--- src/rtl/rf_hazard_scoreboard.sv ---
// Issue scheduler: tracks in-flight register writes across EXE/MEM/WB and gives ID a stall or
// a one-hot bypass source per operand. Define SCOREBOARD_PERF_EN to add the stall-cycle counter.
module rf_hazard_scoreboard #(
  parameter int unsigned RF_ADDR_W  = 5,
  parameter int unsigned PERF_CNT_W = 32
) (
  input  logic                  clk,
  input  logic                  reset,
  input  logic                  id_valid,
  input  logic [RF_ADDR_W-1:0]  id_r_addr1,
  input  logic [RF_ADDR_W-1:0]  id_r_addr2,
  input  logic                  id_w_en,
  input  logic [RF_ADDR_W-1:0]  id_w_addr,
  input  logic [2:0]            id_w_valid_stage,
  input  logic                  exe_in,
  input  logic                  mem_in,
  input  logic                  wb_in,
  input  logic                  wb_out,
  output logic                  id_stall,
  output logic [2:0]            byp_sel1,
  output logic [2:0]            byp_sel2,
  output logic [PERF_CNT_W-1:0] stall_cnt
);

  localparam logic [2:0] STG_EXE = 3'b001;
  localparam logic [2:0] STG_MEM = 3'b010;
  localparam logic [2:0] STG_WB  = 3'b100;

  typedef struct packed {
    logic                 valid;
    logic [RF_ADDR_W-1:0] waddr;
    logic [2:0]           rdy_stage;
  } slot_t;

  slot_t s_exe_q, s_exe_d;
  slot_t s_mem_q, s_mem_d;
  slot_t s_wb_q,  s_wb_d;

  logic [3:0] op1_res;
  logic [3:0] op2_res;

  // Slot chain advance; each slot reads only the pre-update values of its predecessor.
  always_comb begin
    s_exe_d = s_exe_q;
    s_mem_d = s_mem_q;
    s_wb_d  = s_wb_q;

    if (exe_in) begin
      s_exe_d.valid     = id_w_en && (id_w_addr != '0);
      s_exe_d.waddr     = id_w_addr;
      s_exe_d.rdy_stage = id_w_valid_stage;
    end else if (mem_in) begin
      s_exe_d.valid = 1'b0;
    end

    if (mem_in) begin
      s_mem_d = s_exe_q;
    end else if (wb_in) begin
      s_mem_d.valid = 1'b0;
    end

    if (wb_in) begin
      s_wb_d = s_mem_q;
    end else if (wb_out) begin
      s_wb_d.valid = 1'b0;
    end
  end

  always_ff @(posedge clk) begin
    if (reset) begin
      s_exe_q <= '0;
      s_mem_q <= '0;
      s_wb_q  <= '0;
    end else begin
      s_exe_q <= s_exe_d;
      s_mem_q <= s_mem_d;
      s_wb_q  <= s_wb_d;
    end
  end

  // Returns {hazard, sel}; the youngest matching slot decides, so older ready copies never mask it.
  function automatic logic [3:0] resolve(input logic [RF_ADDR_W-1:0] addr,
                                         input slot_t e, input slot_t m, input slot_t w);
    logic [3:0] r;
    r = 4'b0000;
    if (addr != '0) begin
      if (e.valid && (e.waddr == addr)) begin
        r = (e.rdy_stage == STG_EXE) ? {1'b0, STG_EXE} : 4'b1000;
      end else if (m.valid && (m.waddr == addr)) begin
        r = ((m.rdy_stage == STG_EXE) || (m.rdy_stage == STG_MEM)) ? {1'b0, STG_MEM} : 4'b1000;
      end else if (w.valid && (w.waddr == addr)) begin
        r = {1'b0, STG_WB};
      end
    end
    return r;
  endfunction

  always_comb begin
    op1_res  = resolve(id_r_addr1, s_exe_q, s_mem_q, s_wb_q);
    op2_res  = resolve(id_r_addr2, s_exe_q, s_mem_q, s_wb_q);
    id_stall = id_valid && (op1_res[3] || op2_res[3]);
    byp_sel1 = id_valid ? op1_res[2:0] : 3'b000;
    byp_sel2 = id_valid ? op2_res[2:0] : 3'b000;
  end

`ifdef SCOREBOARD_PERF_EN
  logic [PERF_CNT_W-1:0] stall_cnt_q, stall_cnt_d;

  // Saturating count of stalled cycles.
  always_comb begin
    stall_cnt_d = stall_cnt_q;
    if (id_stall && (stall_cnt_q != '1)) begin
      stall_cnt_d = stall_cnt_q + PERF_CNT_W'(1);
    end
  end

  always_ff @(posedge clk) begin
    if (reset) begin
      stall_cnt_q <= '0;
    end else begin
      stall_cnt_q <= stall_cnt_d;
    end
  end

  assign stall_cnt = stall_cnt_q;
`else
  assign stall_cnt = '0;
`endif

  // ID must never hand an instruction to EXE while it is being told to stall.
  a_no_issue_on_stall: assert property (@(posedge clk) disable iff (reset) !(exe_in && id_stall));

endmodule
--- config.mk ---
export PLATFORM = sky130hd
export DESIGN_NAME = rf_hazard_scoreboard
export DESIGN_NICKNAME = d
export VERILOG_FILES = /design/src/rtl/rf_hazard_scoreboard.sv
export SDC_FILE = /design/constraint.sdc
export NUM_CORES = 1
export LEC_CHECK = 0
export BUFFER_PORTS_ARGS = -buffer_cell sky130_fd_sc_hd__clkbuf_2
export CAP_MARGIN = 25
export CORE_UTILIZATION = 48
export CTS_CLUSTER_DIAMETER = 60
export DETAILED_ROUTE_END_ITERATION = 16
export PLACE_DENSITY = 0.83
export SYNTH_ARGS = -nofsm -noshare
export SYNTH_HDL_FRONTEND = slang
export SYNTH_SLANG_ARGS = --single-unit
--- constraint.sdc ---
create_clock -name clk -period 2 [get_ports clk]
set_input_delay 0.4 -clock clk [delete_from_list [all_inputs] [get_ports clk]]
set_output_delay 0.4 -clock clk [all_outputs]
set_load 0.01 [all_outputs]
Word level (Yosys, flattened, before mapping)
Cells that the tools add are included.

Bits in latches: 0. Input bits: 26. Register bits after elaboration: 24. Memory bits (writable): 0. ROM bits: 0. Logic and storage cells: 51. Memories: 0. Output and inout bits: 39.

Div/mod/pow operators: 0. Shift-type cells: 0. Add/sub/neg operators: 0. Multipliers: 0. Bitwise logic cells: 0. Reductions and logical operators: 16. Mux-type cells: 18. Equality and inequality tests: 9. $lt $le $gt $ge: 0.

Operators by type and width (number): 4-bit 2-to-1 mux (8); 5-bit == test (6); 5-bit nonzero test (3); 3-bit 2-to-1 mux (4); 1-bit logical AND (8); 3-bit by 1-bit == test with 1-bit output, second input constant (2); 1-bit 2-to-1 mux (6); 2-bit nonzero test (3); 3-bit by 2-bit == test with 1-bit output, second input constant (1); 1-bit logical OR (2).

Longest topological paths before layout
Depth in word-level cells: 8. Mapped depth: 5. Mapped depth without buffers: 5.

Worst setup path before layout
OpenSTA, ideal clock, no wires.

Path kind: input to output. Start: input id_r_addr2[1]. End: output id_stall. Stages on the path: 5. Buffers on the path: 0. Arrival time: 1.534 ns. Setup slack: 0.066 ns. Data required time: 1.600 ns. Cells stage by stage: or4_4 o21ai_2 a31oi_1 a22o_1 a22o_1.

Longest elaborated chain between the ends: 7. Elaborated cells on any way between the ends: 10. Those cells by class: eq/ne: 2; mux: 3; reduce/logical: 5.

RTL lines: start, declared (line 11) `input logic [RF_ADDR_W-1:0] id_r_addr2,`; 5-bit == test (line 89) `end else if (m.valid && (m.waddr == addr)) begin`; 1-bit logical AND (line 89); 4-bit 2-to-1 mux (line 89); 4-bit 2-to-1 mux (line 87) `if (e.valid && (e.waddr == addr)) begin`; 4-bit 2-to-1 mux * (line 86) `if (addr != '0) begin`; 1-bit logical OR * (line 101) `id_stall = id_valid && (op1_res[3] || op2_res[3]);`; 1-bit logical AND * (line 101); end, declared (line 19) `output logic id_stall,`.

Every way passes the cells marked *; elsewhere a longest branch is shown, timed or not.

Worst setup path in the final report
Start: register s_exe_q[5] (netlist name). End: output id_stall.

Longest elaborated chain between the ends: 6. Elaborated cells on any way between the ends: 10. Those cells by class: eq/ne: 2; mux: 4; reduce/logical: 4.

RTL lines: start, declared (line 35) `slot_t s_exe_q, s_exe_d;`; start signal, assigned (line 71) `s_exe_q <= '0;`; start signal, assigned (line 75) `s_exe_q <= s_exe_d;`; 5-bit == test (line 87); 1-bit logical AND (line 87); 4-bit 2-to-1 mux (line 87); 4-bit 2-to-1 mux (line 86); 1-bit logical OR * (line 101); 1-bit logical AND * (line 101).

Marks and branches as above.

==> reports/qor.log <==
INFO  logic_synthesis yosys.area.top_type=sky130_fd_sc_hd__dfxtp_1
INFO  cts            clk_pin_slew_worst_paths=0.14ns
INFO  worst_setup_path criticalPathCategory=flop to output pin
INFO  global_route   gr-usage-all-layers=0.229
INFO  layout         design_area=1970squm
INFO  logic_synthesis register_area_share_after_synthesis=0.300
INFO  worst_setup_path setup.worst_path.start_class=flop
INFO  place          place_area=1800squm
INFO  outcome        status=finished, violations left
INFO  global_route   grt_total_ovfl=0
INFO  timing         fin_skew=0.00485ns
INFO  layout         syn_to_final_growth=23.0%
INFO  global_route   grt_first_pass_wirelength=5980microns
INFO  timing         final_setup_violation_count=6
INFO  timing         final.min_clock_period=2.26ns
INFO  cts            worstSkewPairLatency=0.33ns
INFO  global_route   grt_pass1_vias=1,336
INFO  timing         timing.final.max_slew_violations=0
INFO  worst_setup_path crit_start=s_exe_q[5]
INFO  worst_setup_path crit_arrival=1.86ns
INFO  logic_synthesis yosys-top-cells-area=sky130_fd_sc_hd__dfxtp_1, sky130_fd_sc_hd__buf_4, sky130_fd_sc_hd__xor2_1
INFO  logic_synthesis cell_area_after_technology_mapping=1600squm
INFO  worst_setup_path setup.worst_path.end_class=output pin
INFO  pwr            power.leakage=0.974nW
INFO  detailed_routing first_iter_violations=32
INFO  detailed_routing route.antenna.remaining_nets=0
INFO  logic_synthesis synth_edf_count=0
INFO  detailed_routing route.detailed.vias_per_inst=4.97
INFO  floorplanning  design.die.area=3570squm
INFO  layout         fin_nets=260
INFO  timing         hold_ws=0.297ns
INFO  pwr            pwr_density_cell=566nW/um^2
INFO  layout         n_antenna_cell=0
INFO  logic_synthesis yosys_register_bits=24
INFO  cts            clock-sinks=24
INFO  logic_synthesis synth_top_flop_cell=sky130_fd_sc_hd__dfxtp_1
INFO  min_path       worstHoldStart=id_w_valid_stage[1]
INFO  pwr            max-vdd-ir-drop=0.451mV
INFO  cts            clk_root_buffer_cell=sky130_fd_sc_hd__clkbuf_4
INFO  worst_setup_path max_fanout_on_critical_path=4
INFO  floorplanning  die-width=59.7microns
INFO  layout         drive_gt1_frac=0.352
INFO  logic_synthesis number_of_standard_cells_after_synthesis=183
INFO  cts            cts_inserted_buffers=3
INFO  worst_setup_path critical_path_required=1.60ns
INFO  floorplanning  fp.coreArea=3100squm
INFO  logic_synthesis ys_types=29
INFO  timing         rsz0062_at_grt=true
INFO  logic_synthesis syn_area_per_cell=8.74squm
INFO  cts            hold_bufs_inserted_after_cts=0
INFO  worst_setup_path worst_r2r_startpoint=s_exe_q[8]
INFO  detailed_routing routed_wire_length_per_instance=14.0microns
INFO  timing         fin_ws=-0.256ns
INFO  logic_synthesis yosysWarnings=0
INFO  logic_synthesis synth-async-reset-ratio=0
INFO  cts            maximum_clock_path_buffer_count=2
INFO  detailed_routing dr_total_vias=1,376
INFO  global_route   grt_max_degree=25
INFO  floorplanning  row_count=20
INFO  layout         fill_cells=259
INFO  floorplanning  boundaryPins=65
INFO  min_path       timing.hold.worst.class=primary input to flop
INFO  timing         maxClockFrequency=443MHz
INFO  cts            htreeDepth=1
INFO  place          hpwlAfterDp=2800microns
INFO  run            max-cap-violations=0
INFO  place          io_buffers=32
INFO  cts            tritoncts=done
INFO  detailed_routing first_pass_iters=4
INFO  floorplanning  height_of_the_chip=59.7microns
INFO  outcome        violated_checks=negative setup slack
INFO  detailed_routing remaining_drc_errors=0
INFO  timing         final_hold_viol_count=0
INFO  floorplanning  effective_utilization_at_floorplan=0.515
INFO  logic_synthesis synth_top_area_frac=0.300
INFO  timing         timing.final.crit_share=1.13
INFO  global_route   antenna_found_initial=0
INFO  place          finalWeightedCongestion=0.902
INFO  detailed_routing drt-total-wl=3870microns
## repair_timing
item	4_1_cts	5_1_grt
gates resized for setup	21	10
buffers inserted	4	0
gates cloned	0	0
endpoints found under the setup margin	7	7
pin swaps	15	6
## registers in the layout, summed over array words and instances (netlist names)
name	cells
s_exe_q	9
s_mem_q	9
s_wb_q	6
## cell usage in the layout (no fill, tap or decap), drive strengths merged, types with 2 or more instances in the layout
master	instances
conb	32
a21oi	2
or4	2
a31oi	2
and3	2
buf	23
o21ai	2
a22o	2
xor2	26
nand2	3
clkbuf	32
nor3b	4
nor2	32
nor4	7
nand3	3
mux2i	21
dfxtp	24
xnor2	5
## worst paths after layout
kind                end  slack, ns  cells after the start
max reg2reg  s_exe_q[8]       0.92                      3
min reg2reg  s_mem_q[2]       0.53                      2
max            id_stall      -0.26                      6
min          s_exe_q[1]       0.30                      3
## metrics by stage
step                      instances  setup TNS (ns)  setup WS (ns)   util  total power (W)
final                           277          -0.997         -0.256  0.634          0.00111
after global routing            277           -1.68         -0.331  0.634          0.00116
after CTS                       277          -0.830         -0.243  0.623          0.00110
after detailed placement        270          -0.438         -0.188  0.580         0.000738
after global placement          270          -0.292         -0.152  0.580         0.000729
after floorplan                 214               0         0.0661      -         0.000696
## area by class of cell
| cell class | instances | area [sq um] | share of cell area |
|---|---|---|---|
| multi-input cells | 152 | 1040 | 0.527 |
| flip-flops and latches | 24 | 508 | 0.258 |
| repair buffers | 52 | 310 | 0.158 |
| well taps | 44 | 55.1 | 0.0280 |
| clock inverters | 1 | 30.0 | 0.0153 |
| clock buffers | 3 | 22.5 | 0.0115 |
| inverters | 1 | 3.75 | 0.00191 |
## power by group
group | total [W] | leakage, nW | internal (W) | switching (W)
sequential | 0.000518 | 0.202 | 0.000494 | 0.0000240
combinational | 0.000233 | 0.744 | 0.000100 | 0.000133
clock | 0.000361 | 0.0279 | 0.000203 | 0.000158
total | 0.00111 | 0.974 | 0.000797 | 0.000315
## cell families (layout without fill, tap and decap cells)
family,after synthesis,in the layout,synth area share
other,1,32,0.00235
DFF,24,24,0.300
muxes,21,21,0.131
AOI/OAI and AO/OA,11,11,0.0485
buffers and inverters,38,57,0.164
xor gates and xnor gates,31,31,0.170
and+or+nand+nor,57,57,0.183
## per-layer routing
layer,wire (microns),share of wire,vias to the layer above,track usage
met5,0,0,-,0
met1,1500,0.39,654,0.247
met4,94,0.024,0,0.0963
li1,-,-,653,-
met3,165,0.043,9,0.0216
met2,2100,0.54,60,0.446
## synthesized netlist by cell type, types with 2 or more instances
cell,number
sky130_fd_sc_hd__buf_4,32
sky130_fd_sc_hd__nor2_1,32
sky130_fd_sc_hd__xor2_1,26
sky130_fd_sc_hd__dfxtp_1,24
sky130_fd_sc_hd__mux2i_1,21
sky130_fd_sc_hd__nor4_1,7
sky130_fd_sc_hd__clkbuf_1,5
sky130_fd_sc_hd__xnor2_1,5
sky130_fd_sc_hd__nand2_1,3
sky130_fd_sc_hd__nand3_1,3
sky130_fd_sc_hd__nor3b_1,3
sky130_fd_sc_hd__a21oi_1,2
sky130_fd_sc_hd__a22o_1,2
sky130_fd_sc_hd__a31oi_1,2
sky130_fd_sc_hd__and3_1,2
## critical path, cell delays in order (launching register included)
cell and delay, ns:
sky130_fd_sc_hd__dfxtp_4 0.39, sky130_fd_sc_hd__xor2_1 0.20, sky130_fd_sc_hd__nor4_1 0.25, sky130_fd_sc_hd__a31oi_1 0.15, sky130_fd_sc_hd__a22o_1 0.21, sky130_fd_sc_hd__a22o_1 0.19
sky130_fd_sc_hd__clkbuf_2 0.13
No activity file was read; power rests on OpenSTA's default activity.
